## src/rtl/bt_cmd_ctrl.sv

```systemverilog
// Bluetooth UART command framer: HEADER, op, arg_hi, arg_lo, chk -> one command.
// Ports: clk, rst (sync, high); rx_data/rx_valid in; cmd_ready in;
//        cmd_valid/cmd_op/cmd_arg out; err_pulse/err_code out; busy, state_out out.
module bt_cmd_ctrl #(
    parameter logic [7:0] HEADER      = 8'hA5,
    parameter int         TIMEOUT_CYC = 2_000_000,
    parameter int         CNT_W       = 21
) (
    input  logic        clk,
    input  logic        rst,
    input  logic [7:0]  rx_data,
    input  logic        rx_valid,
    input  logic        cmd_ready,
    output logic        cmd_valid,
    output logic [7:0]  cmd_op,
    output logic [15:0] cmd_arg,
    output logic        err_pulse,
    output logic [1:0]  err_code,
    output logic        busy,
    output logic [5:0]  state_out
);

    typedef enum logic [2:0] {
        S_IDLE  = 3'd0,
        S_OP    = 3'd1,
        S_ARG_H = 3'd2,
        S_ARG_L = 3'd3,
        S_CHK   = 3'd4,
        S_HOLD  = 3'd5
    } state_t;

    localparam logic [CNT_W-1:0] CNT_MAX = CNT_W'(TIMEOUT_CYC - 1);
    // Timeout fires on the edge where the counter would reach CNT_MAX.
    localparam logic [CNT_W-1:0] CNT_HIT = CNT_W'(TIMEOUT_CYC - 2);

    localparam logic [1:0] E_TMO = 2'b01;
    localparam logic [1:0] E_CHK = 2'b10;
    localparam logic [1:0] E_OVF = 2'b11;

    state_t           state;
    state_t           state_n;
    logic [CNT_W-1:0] cnt;
    logic [7:0]       op_q;
    logic [7:0]       arg_hi_q;
    logic [7:0]       arg_lo_q;
    logic             timing;
    logic             tmo;
    logic             err_set;
    logic [1:0]       err_val;
    logic             load_cmd;

    function automatic logic [5:0] onehot(input state_t s);
        return 6'b000001 << s;
    endfunction

    assign timing = (state == S_OP) || (state == S_ARG_H) ||
                    (state == S_ARG_L) || (state == S_CHK);
    // A byte on the expiry cycle wins over the timeout.
    assign tmo = timing && !rx_valid && (cnt == CNT_HIT);

    always_comb begin
        state_n  = state;
        err_set  = 1'b0;
        err_val  = 2'b00;
        load_cmd = 1'b0;
        unique case (state)
            S_IDLE: begin
                if (rx_valid && rx_data == HEADER)
                    state_n = S_OP;
            end
            S_OP: begin
                if (rx_valid)
                    state_n = S_ARG_H;
                else if (tmo) begin
                    state_n = S_IDLE;
                    err_set = 1'b1;
                    err_val = E_TMO;
                end
            end
            S_ARG_H: begin
                if (rx_valid)
                    state_n = S_ARG_L;
                else if (tmo) begin
                    state_n = S_IDLE;
                    err_set = 1'b1;
                    err_val = E_TMO;
                end
            end
            S_ARG_L: begin
                if (rx_valid)
                    state_n = S_CHK;
                else if (tmo) begin
                    state_n = S_IDLE;
                    err_set = 1'b1;
                    err_val = E_TMO;
                end
            end
            S_CHK: begin
                if (rx_valid) begin
                    if (rx_data == (op_q ^ arg_hi_q ^ arg_lo_q)) begin
                        state_n  = S_HOLD;
                        load_cmd = 1'b1;
                    end else begin
                        state_n = S_IDLE;
                        err_set = 1'b1;
                        err_val = E_CHK;
                    end
                end else if (tmo) begin
                    state_n = S_IDLE;
                    err_set = 1'b1;
                    err_val = E_TMO;
                end
            end
            S_HOLD: begin
                // No pipelining: any byte here is lost, even a header.
                if (cmd_ready)
                    state_n = S_IDLE;
                if (rx_valid) begin
                    err_set = 1'b1;
                    err_val = E_OVF;
                end
            end
            default: state_n = S_IDLE;
        endcase
    end

    always_ff @(posedge clk) begin
        if (rst) begin
            state     <= S_IDLE;
            cnt       <= '0;
            op_q      <= '0;
            arg_hi_q  <= '0;
            arg_lo_q  <= '0;
            cmd_valid <= 1'b0;
            cmd_op    <= '0;
            cmd_arg   <= '0;
            err_pulse <= 1'b0;
            err_code  <= 2'b00;
            busy      <= 1'b0;
            state_out <= 6'b000001;
        end else begin
            state     <= state_n;
            busy      <= (state_n != S_IDLE);
            state_out <= onehot(state_n);
            err_pulse <= err_set;
            if (err_set)
                err_code <= err_val;

            if (!timing || rx_valid || state_n != state)
                cnt <= '0;
            else if (cnt != CNT_MAX)
                cnt <= cnt + CNT_W'(1);

            if (rx_valid) begin
                if (state == S_OP)
                    op_q <= rx_data;
                if (state == S_ARG_H)
                    arg_hi_q <= rx_data;
                if (state == S_ARG_L)
                    arg_lo_q <= rx_data;
            end

            if (load_cmd) begin
                cmd_valid <= 1'b1;
                cmd_op    <= op_q;
                cmd_arg   <= {arg_hi_q, arg_lo_q};
            end else if (state == S_HOLD && cmd_ready) begin
                cmd_valid <= 1'b0;
            end
        end
    end

endmodule
```

## config.mk

```make
export PLATFORM = sky130hd
export DESIGN_NAME = bt_cmd_ctrl
export DESIGN_NICKNAME = d
export VERILOG_FILES = /design/src/rtl/bt_cmd_ctrl.sv
export SDC_FILE = /design/constraint.sdc
export NUM_CORES = 1
export LEC_CHECK = 0
export CELL_PAD_IN_SITES_DETAIL_PLACEMENT = 0
export CELL_PAD_IN_SITES_GLOBAL_PLACEMENT = 1
export CORE_UTILIZATION = 37
export CTS_CLUSTER_DIAMETER = 200
export DETAILED_ROUTE_END_ITERATION = 16
export GPL_ROUTABILITY_DRIVEN = 0
export MAX_ROUTING_LAYER = met4
export PLACE_DENSITY = 0.73
export SLEW_MARGIN = 30
export SYNTH_ARGS = -nofsm -noshare
export SYNTH_HDL_FRONTEND = slang
export SYNTH_SLANG_ARGS = --single-unit
```

## constraint.sdc

```tcl
create_clock -name clk -period 2.6 [get_ports clk]
set_input_delay 0.52 -clock clk [delete_from_list [all_inputs] [get_ports clk]]
set_output_delay 0.52 -clock clk [all_outputs]
set_load 0.01 [all_outputs]
```

==> impl_metrics.ini, run 1 <==
[sta]
finalCritPeriodShare = 0.945
hold_viol = 0
skew_ns = 0.0124
max_freq_mhz = 407
rsz0062_at_grt = no
slew_violations = 0
tightest_slew_ns = 0.699
worst_hold_slack_ns = 0.480
finalSetupViolations = 0
min_period_ns = 2.46
fin_ws_ns = 0.142
relSlewSlack = 0.534

[logic_synthesis]
netlist_area_sq_mm = 0.00354
yosys_warnings = 0
postSynth.asyncResetShare = 0
synth-seq-cells = 83
synth_edf_count = 0
synth_top_area_frac = 0.470
avgSynthCellArea_sq_um = 9.00
yosys.area.top_type = dfxtp_1
ys_seq_area_frac = 0.470
postSynthCellCount = 393
synthTopCellsByArea = dfxtp_1 47%, mux2i_1 6.8%, nand2_1 6.8%, xnor2_1 6.4%, nor2_1 6.1%
synth_fp_nets = 407
synth_ff_type = dfxtp_1
yosysUniqueCellTypes = 45

[min_path]
hp-class = register to register
min_from = err_code[1]$_SDFFE_PP0P_

[routing]
vias_per_cell = 4.82
wirelength_microns = 8240
wl_per_cell_microns = 13.9
dr.first_iter.drc_count = 116
post-route-drc-count = 0
detail-route-antenna-nets = 0
vias = 2856
first_pass_iters = 4

[die]
die_w_microns = 99.8
die-height_microns = 99.8
rows = 35
initial_core_util = 0.383
boundaryPins = 47
fp.dieArea_sq_mm = 0.00995
core_sq_mm = 0.00924

[final_layout]
final_cell_mix = 82 x dfxtp_1, 64 x nand2_1, 57 x nor2_1
instances_no_fill = 592
regArea_sq_mm = 0.00166
drive_above_1_share = 0.125
multi_input_comb_area_sq_mm = 0.00182
final_nets = 472
final_core_util = 0.486
fillers = 880
diodes = 0
layout_commonest_cell = dfxtp_1
syn_to_final_growth_pct = 27.1

[power_and_ir_drop]
p_int_w = 0.00175
powerDensity_mw_per_mm2 = 505
total_power_w = 0.00227
p_leak_nw = 1.47
pwr-share-clk = 0.403
p_sw_frac = 0.229
ir_drop_mv = 0.311
switchingPower_w = 0.000521
pwr-share-comb = 0.037
p_seq_frac = 0.560

[clocking]
clkLatencyLatePin_ns = 0.36
cts_tree = built
cts.clk_slew.worst_paths_ns = 0.09
clock-sinks = 83
htreeDepth = 3
clock_path_buffers = 2
cts_hold_buffers = 0
clockRootBuffer = clkbuf_8
cts_made_buffers = 9

[placed_design]
dp.cells = 574
dpl.hpwl_microns = 5760
portBuffers = 46
place_ws_ns = -0.0553

[setup_path]
cp.arrival_ns = 2.70
critPathLaunch = cnt[7]$_SDFFE_PP0P_
crit_path_start_kind = register
cp.required_ns = 2.85
path_class = register to register
crit_fanout = 16
reg2reg_from = cnt[7]$_SDFFE_PP0P_
endpoint_kind = register

[global_route]
grt_pass1_vias = 2715
antenna_found_initial = 0
grt_pass1_wl_microns = 13700
overflow = 0
grt_use_total = 0.185
grt_start_max_net_pins = 38

[outcome]
outcome = finished, final reports clean

[flow_run]
cap_violations = 0
## cell type report
| class | instances | share of cell area |
|---|---|---|
| clock buffer | 9 | 0.0276 |
| tap | 129 | 0.0359 |
| sequential | 83 | 0.370 |
| timing repair buffer | 70 | 0.144 |
| multi-input combinational | 291 | 0.404 |
| clock inverter | 7 | 0.0153 |
| inverter | 3 | 0.00251 |
## stage by stage
step | instance area (sq um) | TNS (ns)
after floorplan | 3540 | 0
final | 4490 | 0
after detailed placement | 4270 | -0.522
after global placement | 4270 | -0.198
after CTS | 4460 | 0
after global routing | 4490 | 0
## kinds of logic (layout without fill, tap and decap cells)
kind of cell,Yosys count,after routing,synth area share
AOI/OAI and AO/OA,50,50,0.0881
xor gates and xnor gates,44,44,0.109
adders and majority gates,2,2,0.00708
buffers and inverters,19,89,0.0230
DFF,83,83,0.470
muxes,24,24,0.0679
and+or+nand+nor,171,171,0.235
## registers in the layout, summed over array words and instances, names as in the netlist
| signal | cells |
|---|---|
| arg_hi_q | 8 |
| op_q | 8 |
| cmd_op | 8 |
| state_out | 6 |
| arg_lo_q | 8 |
| err_code | 2 |
| state | 3 |
| cmd_valid | 1 |
| cnt | 21 |
| busy | 1 |
| cmd_arg | 16 |
| err_pulse | 1 |
## repair_timing
item	in CTS	in global routing
setup endpoints to repair	0	5
resized for setup	0	5
setup buffers	0	2
## cell usage after synthesis, drive strengths merged (4+ instances only)
| master | n |
|---|---|
| xor2 | 18 |
| nand3 | 11 |
| and3 | 4 |
| nand2 | 64 |
| a21oi | 30 |
| mux2i | 24 |
| xnor2 | 26 |
| clkbuf | 13 |
| dfxtp | 83 |
| nor2 | 57 |
| o21ai | 7 |
| nand4 | 5 |
| nor3 | 5 |
| nor2b | 4 |
## worst max-delay path, stage by stage, from the launching register on
cell and delay [ns]:
dfxtp_2 0.35, or4_4 0.55, or4_4 0.56, buf_4 0.17, o31ai_2 0.20, a21oi_2 0.10, o21ai_2 0.20, buf_12 0.17
nor2_1 0.05
## path summary, 6_finish.rpt
check | endpoint | slack, ns | cells after the start
worst max-delay path | cnt[1]$_SDFFE_PP0P_ | 0.14 | 8
worst min-delay path | err_code[1]$_SDFFE_PP0P_ | 0.48 | 2
worst max register to register | cnt[1]$_SDFFE_PP0P_ | 0.14 | 8
worst min register to register | err_code[1]$_SDFFE_PP0P_ | 0.48 | 2
## power groups by stage
stage / clock network [W] / logic, W / registers [W]
after floorplan: 0 / 0.0000368 / 0.00130
after CTS: 0.000936 / 0.0000841 / 0.00127
after detailed placement: 0 / 0.0000834 / 0.00130
final: 0.000915 / 0.0000847 / 0.00127
after global routing: 0.00100 / 0.0000915 / 0.00127
after global placement: 0 / 0.0000840 / 0.00130
## per-layer routing
metal  track usage  share of wire
met2         0.245           0.40
met3        0.0443          0.035
met1         0.269           0.55
met4        0.0679          0.011
met5             -              0
Power figures use the tool's default switching activity.
==> run 2: changes to the inputs <==
--- a/config.mk
+++ b/config.mk
@@ -13,6 +13,7 @@
 export GPL_ROUTABILITY_DRIVEN = 0
 export MAX_ROUTING_LAYER = met4
 export PLACE_DENSITY = 0.73
+export SETUP_SLACK_MARGIN = 0.05
 export SLEW_MARGIN = 30
 export SYNTH_ARGS = -nofsm -noshare
 export SYNTH_HDL_FRONTEND = slang
==> run 2 against run 1 <==
Against the previous run: clock power grew 0.4%; power grew 0.21%; core utilization grew 0.20 points; worst setup slack lost 0.049 ns; critical path type unchanged; highest routed layer unchanged.
==> impl_metrics.ini, run 2 (same netlist as run 1, synthesis figures left out) <==
[global_route]
grt_pass1_vias = 2715
antenna_found_initial = 0
grt_use_total = 0.185
grt_start_max_net_pins = 38
overflow = 0
grt_pass1_wl_microns = 13700

[placed_design]
portBuffers = 46
dpl.hpwl_microns = 5760
dp.cells = 574

[die]
die_w_microns = 99.8
rows = 35
fp.dieArea_sq_mm = 0.00995
core_sq_mm = 0.00924
boundaryPins = 47
initial_core_util = 0.383
die-height_microns = 99.8

[routing]
vias = 2869
top_layer = met4
met3_wirelength_microns = 296
dr.first_iter.drc_count = 127
first_pass_iters = 5
detail-route-antenna-nets = 0
wl_per_cell_microns = 14.0
wl_met1_microns = 4550
wl_met2_microns = 3370
post-route-drc-count = 0
vias_per_cell = 4.84
wirelength_microns = 8290

[power_and_ir_drop]
pwr-share-comb = 0.038
p_leak_nw = 1.47
pwr-share-clk = 0.404
p_sw_frac = 0.231
p_seq_frac = 0.559
switchingPower_w = 0.000525
p_int_w = 0.00175
ir_drop_mv = 0.315
powerDensity_mw_per_mm2 = 504

[min_path]
hp-class = register to register

[sta]
rsz0062_at_grt = yes
tns_ns = 0
max_freq_mhz = 399
slew_violations = 0
finalCritPeriodShare = 0.964
finalSetupViolations = 0
skew_ns = 0.0131
relSlewSlack = 0.517
tightest_slew_ns = 0.725
hold_viol = 0
min_period_ns = 2.51

[final_layout]
diodes = 0
layout_commonest_cell = dfxtp_1
syn_to_final_growth_pct = 27.6
regArea_sq_mm = 0.00166
largest_register = cnt
final_core_util = 0.488
top_regs = cnt: 21 flops, cmd_arg: 16 flops
fillers = 881
largest_reg_flops = 21
instances_no_fill = 593
final_nets = 473
multi_input_comb_area_sq_mm = 0.00183
final_cell_mix = 82 x dfxtp_1, 64 x nand2_1, 57 x nor2_1
drive_above_1_share = 0.131

[setup_path]
cp_cell_sequence = or4_4, or4_4, o31ai_2, nor2_1, nor3_4, nor3b_2
path_class = register to register
cp_common_cell = or4_4
crit_fanout = 8
critical_path.top_delay_family = simple AND/OR/NAND/NOR gates
endpoint_kind = register
cpMaxStageDelayCell = or4_4
cp.arrival_ns = 2.79
crit_path_max_incr_delay_ns = 0.56
critical_path_buf_inv_count = 0
cp.required_ns = 2.88
crit_path_start_kind = register

[clocking]
cts_made_buffers = 9
clock_path_buffers = 2
cts_tree = built
htreeDepth = 3
clockRootBuffer = clkbuf_8
cts.clk_slew.worst_paths_ns = 0.09
clkLatencyLatePin_ns = 0.36
clock-sinks = 83

[outcome]
outcome = finished, final reports clean

[flow_run]
cap_violations = 0
run 2: through the flow:
| stage | worst slack [ns] | power, W | cell area (sq um) | hold slack, ns |
|---|---|---|---|---|
| after floorplan | 0.200 | 0.00134 | 3540 | 0.460 |
| after global placement | -0.0193 | 0.00139 | 4270 | 0.470 |
| after detailed placement | -0.0553 | 0.00138 | 4270 | 0.475 |
| after CTS | 0.0618 | 0.00229 | 4460 | 0.488 |
| after global routing | -0.0180 | 0.00236 | 4510 | 0.518 |
| final | 0.0931 | 0.00228 | 4510 | 0.480 |
run 2: path summary, 6_finish.rpt:
kind	start	endpoint	slack, ns	cells past startpoint
max reg2reg	cnt[7]$_SDFFE_PP0P_	state_out[4]$_SDFF_PP0_	0.09	6
min	err_code[1]$_SDFFE_PP0P_	err_code[1]$_SDFFE_PP0P_	0.48	2
max	cnt[7]$_SDFFE_PP0P_	state_out[4]$_SDFF_PP0_	0.09	6
min reg2reg	err_code[1]$_SDFFE_PP0P_	err_code[1]$_SDFFE_PP0P_	0.48	2
run 2: metal layers:
metal  vias to the layer above  GRT usage
met5                         -          -
met4                         0     0.0679
met3                         8     0.0443
met2                        52      0.245
met1                      1341      0.269
li1                       1468          -
run 2: layout make-up:
cell class	count	area share
inverter	3	0.00250
tap	129	0.0358
multi-input combinational	291	0.405
sequential	83	0.369
clock inverter	7	0.0153
timing repair buffer	71	0.145
clock buffer	9	0.0275
run 2: worst register-to-register path, stage by stage (launching register included):
cell and delay (ns):
dfxtp_2 0.35, or4_4 0.55, or4_4 0.56, o31ai_2 0.24, nor2_1 0.12, nor3_4 0.36
nor3b_2 0.25
run 2: power groups by stage:
stage / sequential, W / combinational, W / clock, W
after floorplan: 0.00130 / 0.0000368 / 0
after global placement: 0.00130 / 0.0000840 / 0
after detailed placement: 0.00130 / 0.0000834 / 0
after CTS: 0.00127 / 0.0000841 / 0.000936
after global routing: 0.00127 / 0.0000921 / 0.00100
final: 0.00127 / 0.0000854 / 0.000919
run 2: timing repair:
action                                  in CTS  in global routing
setup buffers                                0                  3
resized for setup                            0                  7
endpoints found under the setup margin       0                 20
hold buffers                                 0                  0
